$ cat src/rtl/writeback_unit.sv
// writeback_unit: retire stage behind the MSP430 function unit. It commits results to
// the register file or data memory and merges Z/V/N/C into SR.
`default_nettype none

module writeback_unit #(
    parameter int SR_REG = 2,
    parameter int CG_REG = 3,
    parameter int PC_REG = 0
) (
    input  logic        MCLK,
    input  logic        RESETn,
    input  logic        ex_valid,
    output logic        ex_ready,
    input  logic [15:0] IW,
    input  logic [15:0] result,
    input  logic [3:0]  flags_in,
    input  logic [15:0] sr_in,
    input  logic [3:0]  dst_reg,
    input  logic        dst_is_mem,
    input  logic [15:0] dst_addr,
    output logic        rf_we,
    output logic [3:0]  rf_addr,
    output logic [15:0] rf_data,
    output logic        sr_we,
    output logic [15:0] sr_data,
    output logic        mem_req,
    output logic [15:0] mem_addr,
    output logic [15:0] mem_wdata,
    output logic [1:0]  mem_be,
    input  logic        mem_ready,
    output logic        wb_done,
    output logic        illegal
);

    typedef enum logic [1:0] {
        S_IDLE = 2'd0,
        S_WB   = 2'd1,
        S_MEM  = 2'd2
    } state_t;

    state_t      state_q, state_d;
    logic [15:6] iw_q;
    logic [15:0] result_q;
    logic [3:0]  flags_q;
    logic [15:0] sr_q;
    logic [3:0]  dst_reg_q;
    logic        dst_mem_q;
    logic [15:0] dst_addr_q;

    always_ff @(posedge MCLK or negedge RESETn) begin
        if (!RESETn) begin
            state_q <= S_IDLE;
        end else begin
            state_q <= state_d;
        end
    end

    always_ff @(posedge MCLK or negedge RESETn) begin
        if (!RESETn) begin
            iw_q       <= '0;
            result_q   <= '0;
            flags_q    <= '0;
            sr_q       <= '0;
            dst_reg_q  <= '0;
            dst_mem_q  <= 1'b0;
            dst_addr_q <= '0;
        end else if (state_q == S_IDLE && ex_valid) begin
            iw_q       <= IW[15:6];
            result_q   <= result;
            flags_q    <= flags_in;
            sr_q       <= sr_in;
            dst_reg_q  <= dst_reg;
            dst_mem_q  <= dst_is_mem;
            dst_addr_q <= dst_addr;
        end
    end

    // Instruction class decode from the latched IW
    logic is_jump, is_fmt1, is_fmt2, is_byte;
    logic flag_op, suppress, dst_only, illegal_op;
    logic writes, reg_wr, mem_wr, sr_override;

    assign is_jump = (iw_q[15:13] == 3'b001);
    assign is_fmt1 = (iw_q[15:14] != 2'b00);
    assign is_fmt2 = (iw_q[15:10] == 6'b000100);
    assign is_byte = iw_q[6];

    always_comb begin
        flag_op  = 1'b0;
        suppress = 1'b0;
        dst_only = 1'b0;
        if (is_fmt1) begin
            case (iw_q[15:12])
                4'h4, 4'hC, 4'hD:                         dst_only = 1'b1;
                4'h5, 4'h6, 4'h7, 4'h8, 4'hA, 4'hE, 4'hF: flag_op  = 1'b1;
                4'h9, 4'hB: begin
                    flag_op  = 1'b1;
                    suppress = 1'b1;
                end
                default: ;
            endcase
        end else if (is_fmt2) begin
            case (iw_q[9:7])
                3'b000, 3'b010: flag_op  = 1'b1;        // RRC, RRA
                3'b011:         flag_op  = !is_byte;    // SXT has no byte form
                3'b001:         dst_only = !is_byte;    // SWPB
                3'b100:         dst_only = 1'b1;        // PUSH
                3'b101:         dst_only = !is_byte;    // CALL
                default: ;
            endcase
        end
    end

    assign illegal_op  = !(is_jump || flag_op || dst_only);
    assign writes      = !is_jump && (dst_only || (flag_op && !suppress));
    assign mem_wr      = writes && dst_mem_q;
    assign reg_wr      = writes && !dst_mem_q;
    assign sr_override = flag_op && reg_wr && (dst_reg_q == 4'(SR_REG));

    logic [15:0] sr_merged, mem_addr_w, mem_wdata_w;
    logic [1:0]  mem_be_w;

    // flags_q is {Z,V,N,C}; SR keeps C at bit 0, Z at 1, N at 2, V at 8
    always_comb begin
        sr_merged    = sr_q;
        sr_merged[0] = flags_q[0];
        sr_merged[1] = flags_q[3];
        sr_merged[2] = flags_q[1];
        sr_merged[8] = flags_q[2];
    end

    assign mem_addr_w  = is_byte ? dst_addr_q : {dst_addr_q[15:1], 1'b0};
    assign mem_wdata_w = is_byte ? {result_q[7:0], result_q[7:0]} : result_q;
    assign mem_be_w    = is_byte ? (dst_addr_q[0] ? 2'b10 : 2'b01) : 2'b11;

    always_comb begin
        state_d   = state_q;
        ex_ready  = 1'b0;
        rf_we     = 1'b0;
        rf_addr   = '0;
        rf_data   = '0;
        sr_we     = 1'b0;
        sr_data   = '0;
        mem_req   = 1'b0;
        mem_addr  = '0;
        mem_wdata = '0;
        mem_be    = '0;
        wb_done   = 1'b0;
        illegal   = 1'b0;
        case (state_q)
            S_IDLE: begin
                ex_ready = 1'b1;
                if (ex_valid) state_d = S_WB;
            end
            S_WB: begin
                rf_we   = is_jump || (reg_wr && (dst_reg_q != 4'(CG_REG)));
                rf_addr = is_jump ? 4'(PC_REG) : dst_reg_q;
                rf_data = result_q;
                sr_we   = flag_op;
                sr_data = sr_override ? result_q : sr_merged;
                illegal = illegal_op;
                if (mem_wr) begin
                    // Request goes out now, but the handshake only completes in MEM
                    mem_req   = 1'b1;
                    mem_addr  = mem_addr_w;
                    mem_wdata = mem_wdata_w;
                    mem_be    = mem_be_w;
                    state_d   = S_MEM;
                end else begin
                    wb_done = 1'b1;
                    state_d = S_IDLE;
                end
            end
            S_MEM: begin
                mem_req   = 1'b1;
                mem_addr  = mem_addr_w;
                mem_wdata = mem_wdata_w;
                mem_be    = mem_be_w;
                if (mem_ready) begin
                    wb_done = 1'b1;
                    state_d = S_IDLE;
                end
            end
            default: state_d = S_IDLE;
        endcase
    end

endmodule

`default_nettype wire

$ cat config.mk
export PLATFORM = sky130hd
export DESIGN_NAME = writeback_unit
export DESIGN_NICKNAME = d
export VERILOG_FILES = /design/src/rtl/writeback_unit.sv
export SDC_FILE = /design/constraint.sdc
export NUM_CORES = 1
export LEC_CHECK = 0
export ABC_AREA = 1
export ABC_CLOCK_PERIOD_IN_PS = 4000
export CAP_MARGIN = 25
export CORE_MARGIN = 2
export CORE_UTILIZATION = 30
export CTS_CLUSTER_SIZE = 25
export DETAILED_ROUTE_END_ITERATION = 8
export SLEW_MARGIN = 25
export SYNTH_ARGS = -nofsm -noshare
export SYNTH_HDL_FRONTEND = slang
export SYNTH_SLANG_ARGS = --single-unit
$ cat constraint.sdc
create_clock -name MCLK -period 4 [get_ports MCLK]
set_input_delay 0.8 -clock MCLK [delete_from_list [all_inputs] [get_ports MCLK]]
set_output_delay 0.8 -clock MCLK [all_outputs]
set_load 0.01 [all_outputs]
==> results of run 1 <==
[cell type report]
| type | count | area, µm² | share of cell area |
|---|---|---|---|
| repair buffers | 150 | 1500 | 0.256 |
| flip-flops and latches | 65 | 1630 | 0.277 |
| clock buffers | 14 | 274 | 0.0467 |
| well taps | 176 | 220 | 0.0376 |
| clock inverters | 2 | 35.0 | 0.00597 |
| multi-input cells | 362 | 1890 | 0.322 |
| inverters | 85 | 319 | 0.0544 |
[registers in the layout, summed over array words and instances, names as in the netlist]
name,flops
result_q,16
sr_q,12
dst_addr_q,16
state_q,2
iw_q,10
dst_reg_q,4
dst_mem_q,1
flags_q,4
[layout by cell type (no fill, tap or decap), types with 3 or more instances in the layout]
cell,n
nor2_2,3
o21ai_0,10
nand2_1,99
clkbuf_8,3
nor2_1,69
inv_2,6
nand4_1,50
inv_1,77
a21oi_1,82
nand3_1,7
clkdlybuf4s50_1,141
dfrtp_1,65
buf_4,7
mux2_2,19
nand2_2,10
clkbuf_16,9
[what timing repair did]
action                     4_1_cts  5_1_grt
resized for setup                0        1
setup endpoints to repair        0        5
hold buffers                     0        0
[metrics by stage]
step,cell area (µm²),hold WS [ps]
after detailed placement,5550,503
after CTS,5860,511
after global routing,5860,531
after floorplan,3980,478
after global placement,5540,491
final,5860,491
[worst min path at each step]
stage | slack [ps] | end | cells past startpoint | from
2_1_floorplan | 480 | state_q[1] | 2 | state_q[1]
3_3_place_gp | 490 | iw_q[11] | 1 | iw_q[11]
3_5_place_dp | 500 | iw_q[10] | 1 | iw_q[10]
4_1_cts | 510 | dst_addr_q[4] | 1 | RESETn
5_1_grt | 530 | dst_addr_q[4] | 1 | RESETn
6_report | 490 | dst_addr_q[4] | 1 | RESETn
[layer usage]
layer  vias to the layer above  share of wire  track usage
met4                         0          0.016       0.0543
met2                       134           0.48        0.295
met1                      1857           0.44        0.239
met5                         -              0            0
met3                        15          0.059       0.0426
li1                       2026              -            -
[cells by family (layout without fill, tap and decap cells)]
family          count (synthesis)  after routing  synth area share
buf+inv                       125            251             0.124
compound gates                 95             95             0.121
simple gates                  245            245             0.284
fa+ha+maj                       3              3           0.00943
mux                            19             19            0.0537
flops                          65             65             0.409
[power by group]
| part | switching (mW) | total, mW | leakage (nW) | internal [mW] |
|---|---|---|---|---|
| clock | 0.282 | 0.815 | 0.153 | 0.533 |
| combinational | 1.62 | 2.86 | 1.79 | 1.24 |
| sequential | 0.221 | 1.20 | 0.725 | 0.976 |
| total | 2.12 | 4.87 | 2.67 | 2.75 |
==> run metrics, run 1 <==
biggest area consumer among synthesized cells=dfrtp_1; Post-Place Worst Slack=616 ps; vias in the first global route=4020; synth cell count leaders=nand2_1 (100), a21oi_1 (82), inv_1 (77); slew margin rel.=0.554; min setup slack post-route=461 ps; CORE AREA=13100 µm²; Initial Utilization=0.304; crit path DAT=2740 ps; CP endpoint=sr_data[10]; FF-to-FF Start=iw_q[11]; buffers and inverters on the worst path=4; P per Cell Area=830 nW/µm²; Net Count, Synth=632; CTS Buffer Depth=2; Cells after DPL=838; WL final=12100 µm; die area=14200 µm²; antenna cell count=0; distinct cell type count after synthesis=26; clk slew on worst S/H paths=60 ps; largest net degree at the start of global routing=108; cells on worst reg2reg path=8; max_cap viols=0; Syn. warnings=0; startpoint type of the worst setup path=flop; RSZ-0062 raised after global routing=no; Critical Path Stages=7; Std-Cell Rows=42; Num CTS Buffers=9; Final setup viols=0; Post-DP HPWL=8610 µm; top-count cell post-synth=nand2_1; CP Capture Type=output pin; critical path fanouts, max=37; RR Endpoint=state_q[1]; Area contributors post-synth=dfrtp_1 (41%), a21oi_1 (10%), nand2_1 (9.4%); Initial DRC Count=386; CP Launch Point=dst_mem_q; Worst-Skew Late Latency=330 ps; initial antenna violation count=0; Fill cells=1324; worst-case vdd ir drop=326 µV; drc violations=0; area grow syn2layout=47.3%; Leak Pwr=2.67 nW; Mapped Cells=552; Final #Nets=753; antenna viol nets, final=0; CP delay by family, top=buffers and inverters; global route overflow=0; CTS Sinks=65; Synth top area share=0.409; status=completed; kind of critical path=flop to output pin; setup tns final=0 ps; Final Cycle Share=0.885; CTS tree=done; R2R setup slack=2120 ps; Async S/R FF share, synth=1.00; vias per inst=4.72; H-tree depth=3; Netlist Area Pre-Place=3980 µm²; required time of the critical path=3200 ps; endpoints failing hold=0; Tightest Pin Transition=669 ps; CTS root buf=clkbuf_16; First-pass DRT Iterations=5; routed wire length per instance=14.2 µm; Total GRT Usage=0.181; crit path time final=3540 ps; Synth Register Bits=65; Hold/Removal Path Class=primary input to async pin; Die Wd=119 µm; final cell count without fillers=854; CP peak stage delay=580 ps; DR vias=4032; CP cell instances=buf_4 -> clkinv_1 -> nand3_4 -> nand2_2 -> inv_1 -> nor2_1 -> clkdlybuf4s50_1; ys flop type=dfrtp_1; IO Count=153; gpl congestion=0.813; I/O Buffers=142; FMAX=283 MHz; Core Util, Final=0.448; total power=4.87 mW; Slew Limit Fails=0; Die Y=119 µm; Worst Clk Skew=4.18 ps; Seq/Total Area, Yosys=0.409; Post-CTS Setup Bufs=0; global-route wire length before repair=20500 µm; number of synthesized flops with an enable pin=0; Mean Syn Cell Area=7.21 µm²; share of layout cells above drive strength 1=0.102; CP max stage cell=clkinv_1
No activity file was read; power rests on OpenSTA's default activity.
==> run 2: changes to the inputs <==
ABC_CLOCK_PERIOD_IN_PS = default   (was 4000)
==> results of run 2 <==
Same layout as run 1: the final DEF is identical, and so are final timing and power.
==> run 3: changes to the inputs <==
GPL_TIMING_DRIVEN = 0   (was default)
clock period = 4.5 ns   (was 4 ns; I/O delays follow)
==> run 3 against run 2 <==
  * Die area did not move
  * First-iteration DRC count fell by 21%
  * Register-to-register slack improved by 180 ps
  * Hold slack improved by 0.53 ps
  * Highest routed layer unchanged
  * Largest power group unchanged
  * Cell area rose by 2.2%
  * Sequential share of layout area fell by 0.60 points
==> run metrics, run 3 (synthesis results as in run 1) <==
leading cell type in the layout, fill and taps excluded=clkdlybuf4s50_1 (unchanged); Cells after DPL=871 (was 838); CTS Buffer Depth=2 (unchanged); Leak Pwr=2.71 nW (was 2.67 nW); initial antenna violation count=0 (unchanged); Seq pwr share=0.239 (was 0.246); Hold/Removal Path Class=primary input to async pin (unchanged); FMAX=273 MHz; CP peak stage delay=580 ps (about the same); setup tns final=0 ps (unchanged); Top Usage Layer GRT=met2 (unchanged); CTS tree=done (unchanged); Num CTS Buffers=9 (unchanged); share of layout cells above drive strength 1=0.0999 (was 0.102); Int Power=2.52 mW (was 2.75 mW); Psw=1.98 mW (was 2.12 mW); die area=14200 µm² (unchanged); CP cell instances=inv_1 -> ha_1 -> clkbuf_1 -> clkbuf_1 -> nand2_1 -> nor3_1 -> clkdlybuf4s50_1 (was buf_4 -> clkinv_1 -> nand3_4 -> nand2_2 -> inv_1 -> nor2_1 -> clkdlybuf4s50_1); Tightest Pin Transition=675 ps (was 669 ps); CTS Sinks=65 (unchanged); Regs by FF count=dst_addr_q (16), result_q (16), sr_q (12) (unchanged); critical path fanouts, max=10 (was 37); antenna viol nets, final=0 (unchanged); status=completed (unchanged); Slew Limit Fails=0 (unchanged); Post-DP HPWL=10400 µm (was 8610 µm); clk slew on worst S/H paths=60 ps (about the same); slew margin rel.=0.550 (was 0.554); Initial DRC Count=304 (was 386); kind of critical path=flop to output pin (unchanged); Die Wd=119 µm (unchanged); area grow syn2layout=50.5% (was 47.3%); Total GRT Usage=0.193 (was 0.181); Crit path top cell by count=clkbuf_1; GRT met3 Usage=0.0292 (was 0.0426); CORE AREA=13100 µm² (unchanged); global route overflow=0 (unchanged); CTS Hold Bufs=0 (unchanged); crit path time final=3660 ps; Initial Utilization=0.304 (unchanged); largest net degree at the start of global routing=38 (was 108); I/O Buffers=142 (unchanged); worst-case vdd ir drop=242 µV (was 326 µV); final cell count without fillers=887 (was 854); commonest non-fill, non-tap cells in the layout=clkdlybuf4s50_1 (141), nand2_1 (100), a21oi_1 (82) (was clkdlybuf4s50_1 (141), nand2_1 (99), a21oi_1 (82)); post-CTS sizing=0 (unchanged); placed cell areas=5640 µm² (was 5550 µm²); routed wire length per instance=15.1 µm (was 14.2 µm); startpoint type of the worst setup path=flop (unchanged); Final Cycle Share=0.814; vias in the first global route=4288 (was 4020); CP max stage cell=clkdlybuf4s50_1 (was clkinv_1); IO Count=153 (unchanged); final non-filler cell area=5990 µm² (was 5860 µm²); CP delay by family, top=buffers and inverters (unchanged); Die Y=119 µm (unchanged); P per Cell Area=750 nW/µm² (was 830 nW/µm²); Comb pwr share=0.578 (was 0.587); RSZ-0062 raised after global routing=no (unchanged); Final setup viols=0 (unchanged); crit path DAT=2760 ps (was 2740 ps); gpl congestion=0.904 (was 0.813); buffers and inverters on the worst path=4 (unchanged); First-pass DRT Iterations=5 (unchanged); clock share of power=0.184 (was 0.167); Std-Cell Rows=42 (unchanged); Switching Share=0.440 (was 0.436); Worst Clk Skew=2.81 ps (was 4.18 ps); R2R setup slack=2300 ps (was 2120 ps); Worst-Skew Late Latency=330 ps (about the same); drc violations=0 (unchanged); vias per inst=4.73 (was 4.72); DR vias=4193 (was 4032); H-tree depth=3 (unchanged); endpoints failing hold=0 (unchanged); global-route wire length before repair=21400 µm (was 20500 µm); met2 usage=0.321 (was 0.295); required time of the critical path=3600 ps (was 3200 ps); Fill cells=1317 (was 1324); WL final=13400 µm (was 12100 µm); CTS root buf=clkbuf_16 (unchanged); CP Capture Type=output pin (unchanged); met1 Use GR=0.249 (was 0.239); antenna cell count=0 (unchanged); Final #Nets=786 (was 753); Post-CTS Setup Bufs=0 (unchanged); max_cap viols=0 (unchanged)
## run 3: cell types whose count changed in the layout (fill, tap and decap cells not counted), moves of 2 or more
cell | previous run | this run
clkbuf_1 | 2 | 25
buf_2 | 0 | 7
buf_1 | 0 | 6
buf_4 | 7 | 1
buf_6 | 0 | 2
bufinv_16 | 1 | 3
clkbuf_8 | 3 | 1
clkinvlp_4 | 0 | 2
## run 3: cell type report
| cell class | count | area (µm²) | share of cell area |
|---|---|---|---|
| clock buffers | 10 | 239 | 0.0399 |
| multi-input cells | 362 | 1860 | 0.311 |
| inverters | 85 | 319 | 0.0532 |
| well taps | 176 | 220 | 0.0367 |
| clock inverters | 6 | 114 | 0.0190 |
| plain buffers | 40 | 174 | 0.0290 |
| flip-flops and latches | 65 | 1630 | 0.271 |
| repair buffers | 143 | 1440 | 0.240 |
## run 3: worst reg2reg max path, cell delays in order (launching register included)
cell      delay, ps
dfrtp_1         380
inv_1            80
ha_1            240
nand2_1         250
clkbuf_1        540
clkbuf_1        440
a21oi_1         140
## run 3: path summary, 6_finish.rpt
check / cells after the start / start / endpoint
max in group asynchronous: 2 / RESETn / sr_q[14]
max: 7 / state_q[1] / illegal
min reg2reg: 1 / iw_q[10] / iw_q[10]
min: 1 / RESETn / dst_addr_q[2]
max reg2reg: 6 / state_q[0] / result_q[11]
min in group MCLK: 1 / iw_q[10] / iw_q[10]
## run 3: layer usage
metal  part of all wire  wire length (µm)  up-vias
met3              0.055               735       19
met1               0.44              5850     1948
met2               0.49              6560      137
met5                  0                 0        -
li1                   -                 -     2089
met4              0.020               270        0
## run 3: metrics by stage
stage               power (mW)  hold WS (ps)   util  setup slack, ps
floorplan                 2.52           478      -             2090
global placement          3.61           491  0.430              285
detailed placement        3.67           495  0.431             1160
CTS                       4.52           499  0.458              766
global route              4.84           527  0.458              574
finish                    4.50           492  0.458              838
## run 3: power by group through the flow
stage                     sequential (mW)  clock [mW]  combinational (mW)
after detailed placement             1.08           0                2.59
after floorplan                      1.01           0                1.51
final                                1.07       0.826                2.60
after global placement               1.07           0                2.55
after CTS                            1.07       0.846                2.60
after global routing                 1.11       0.869                2.86
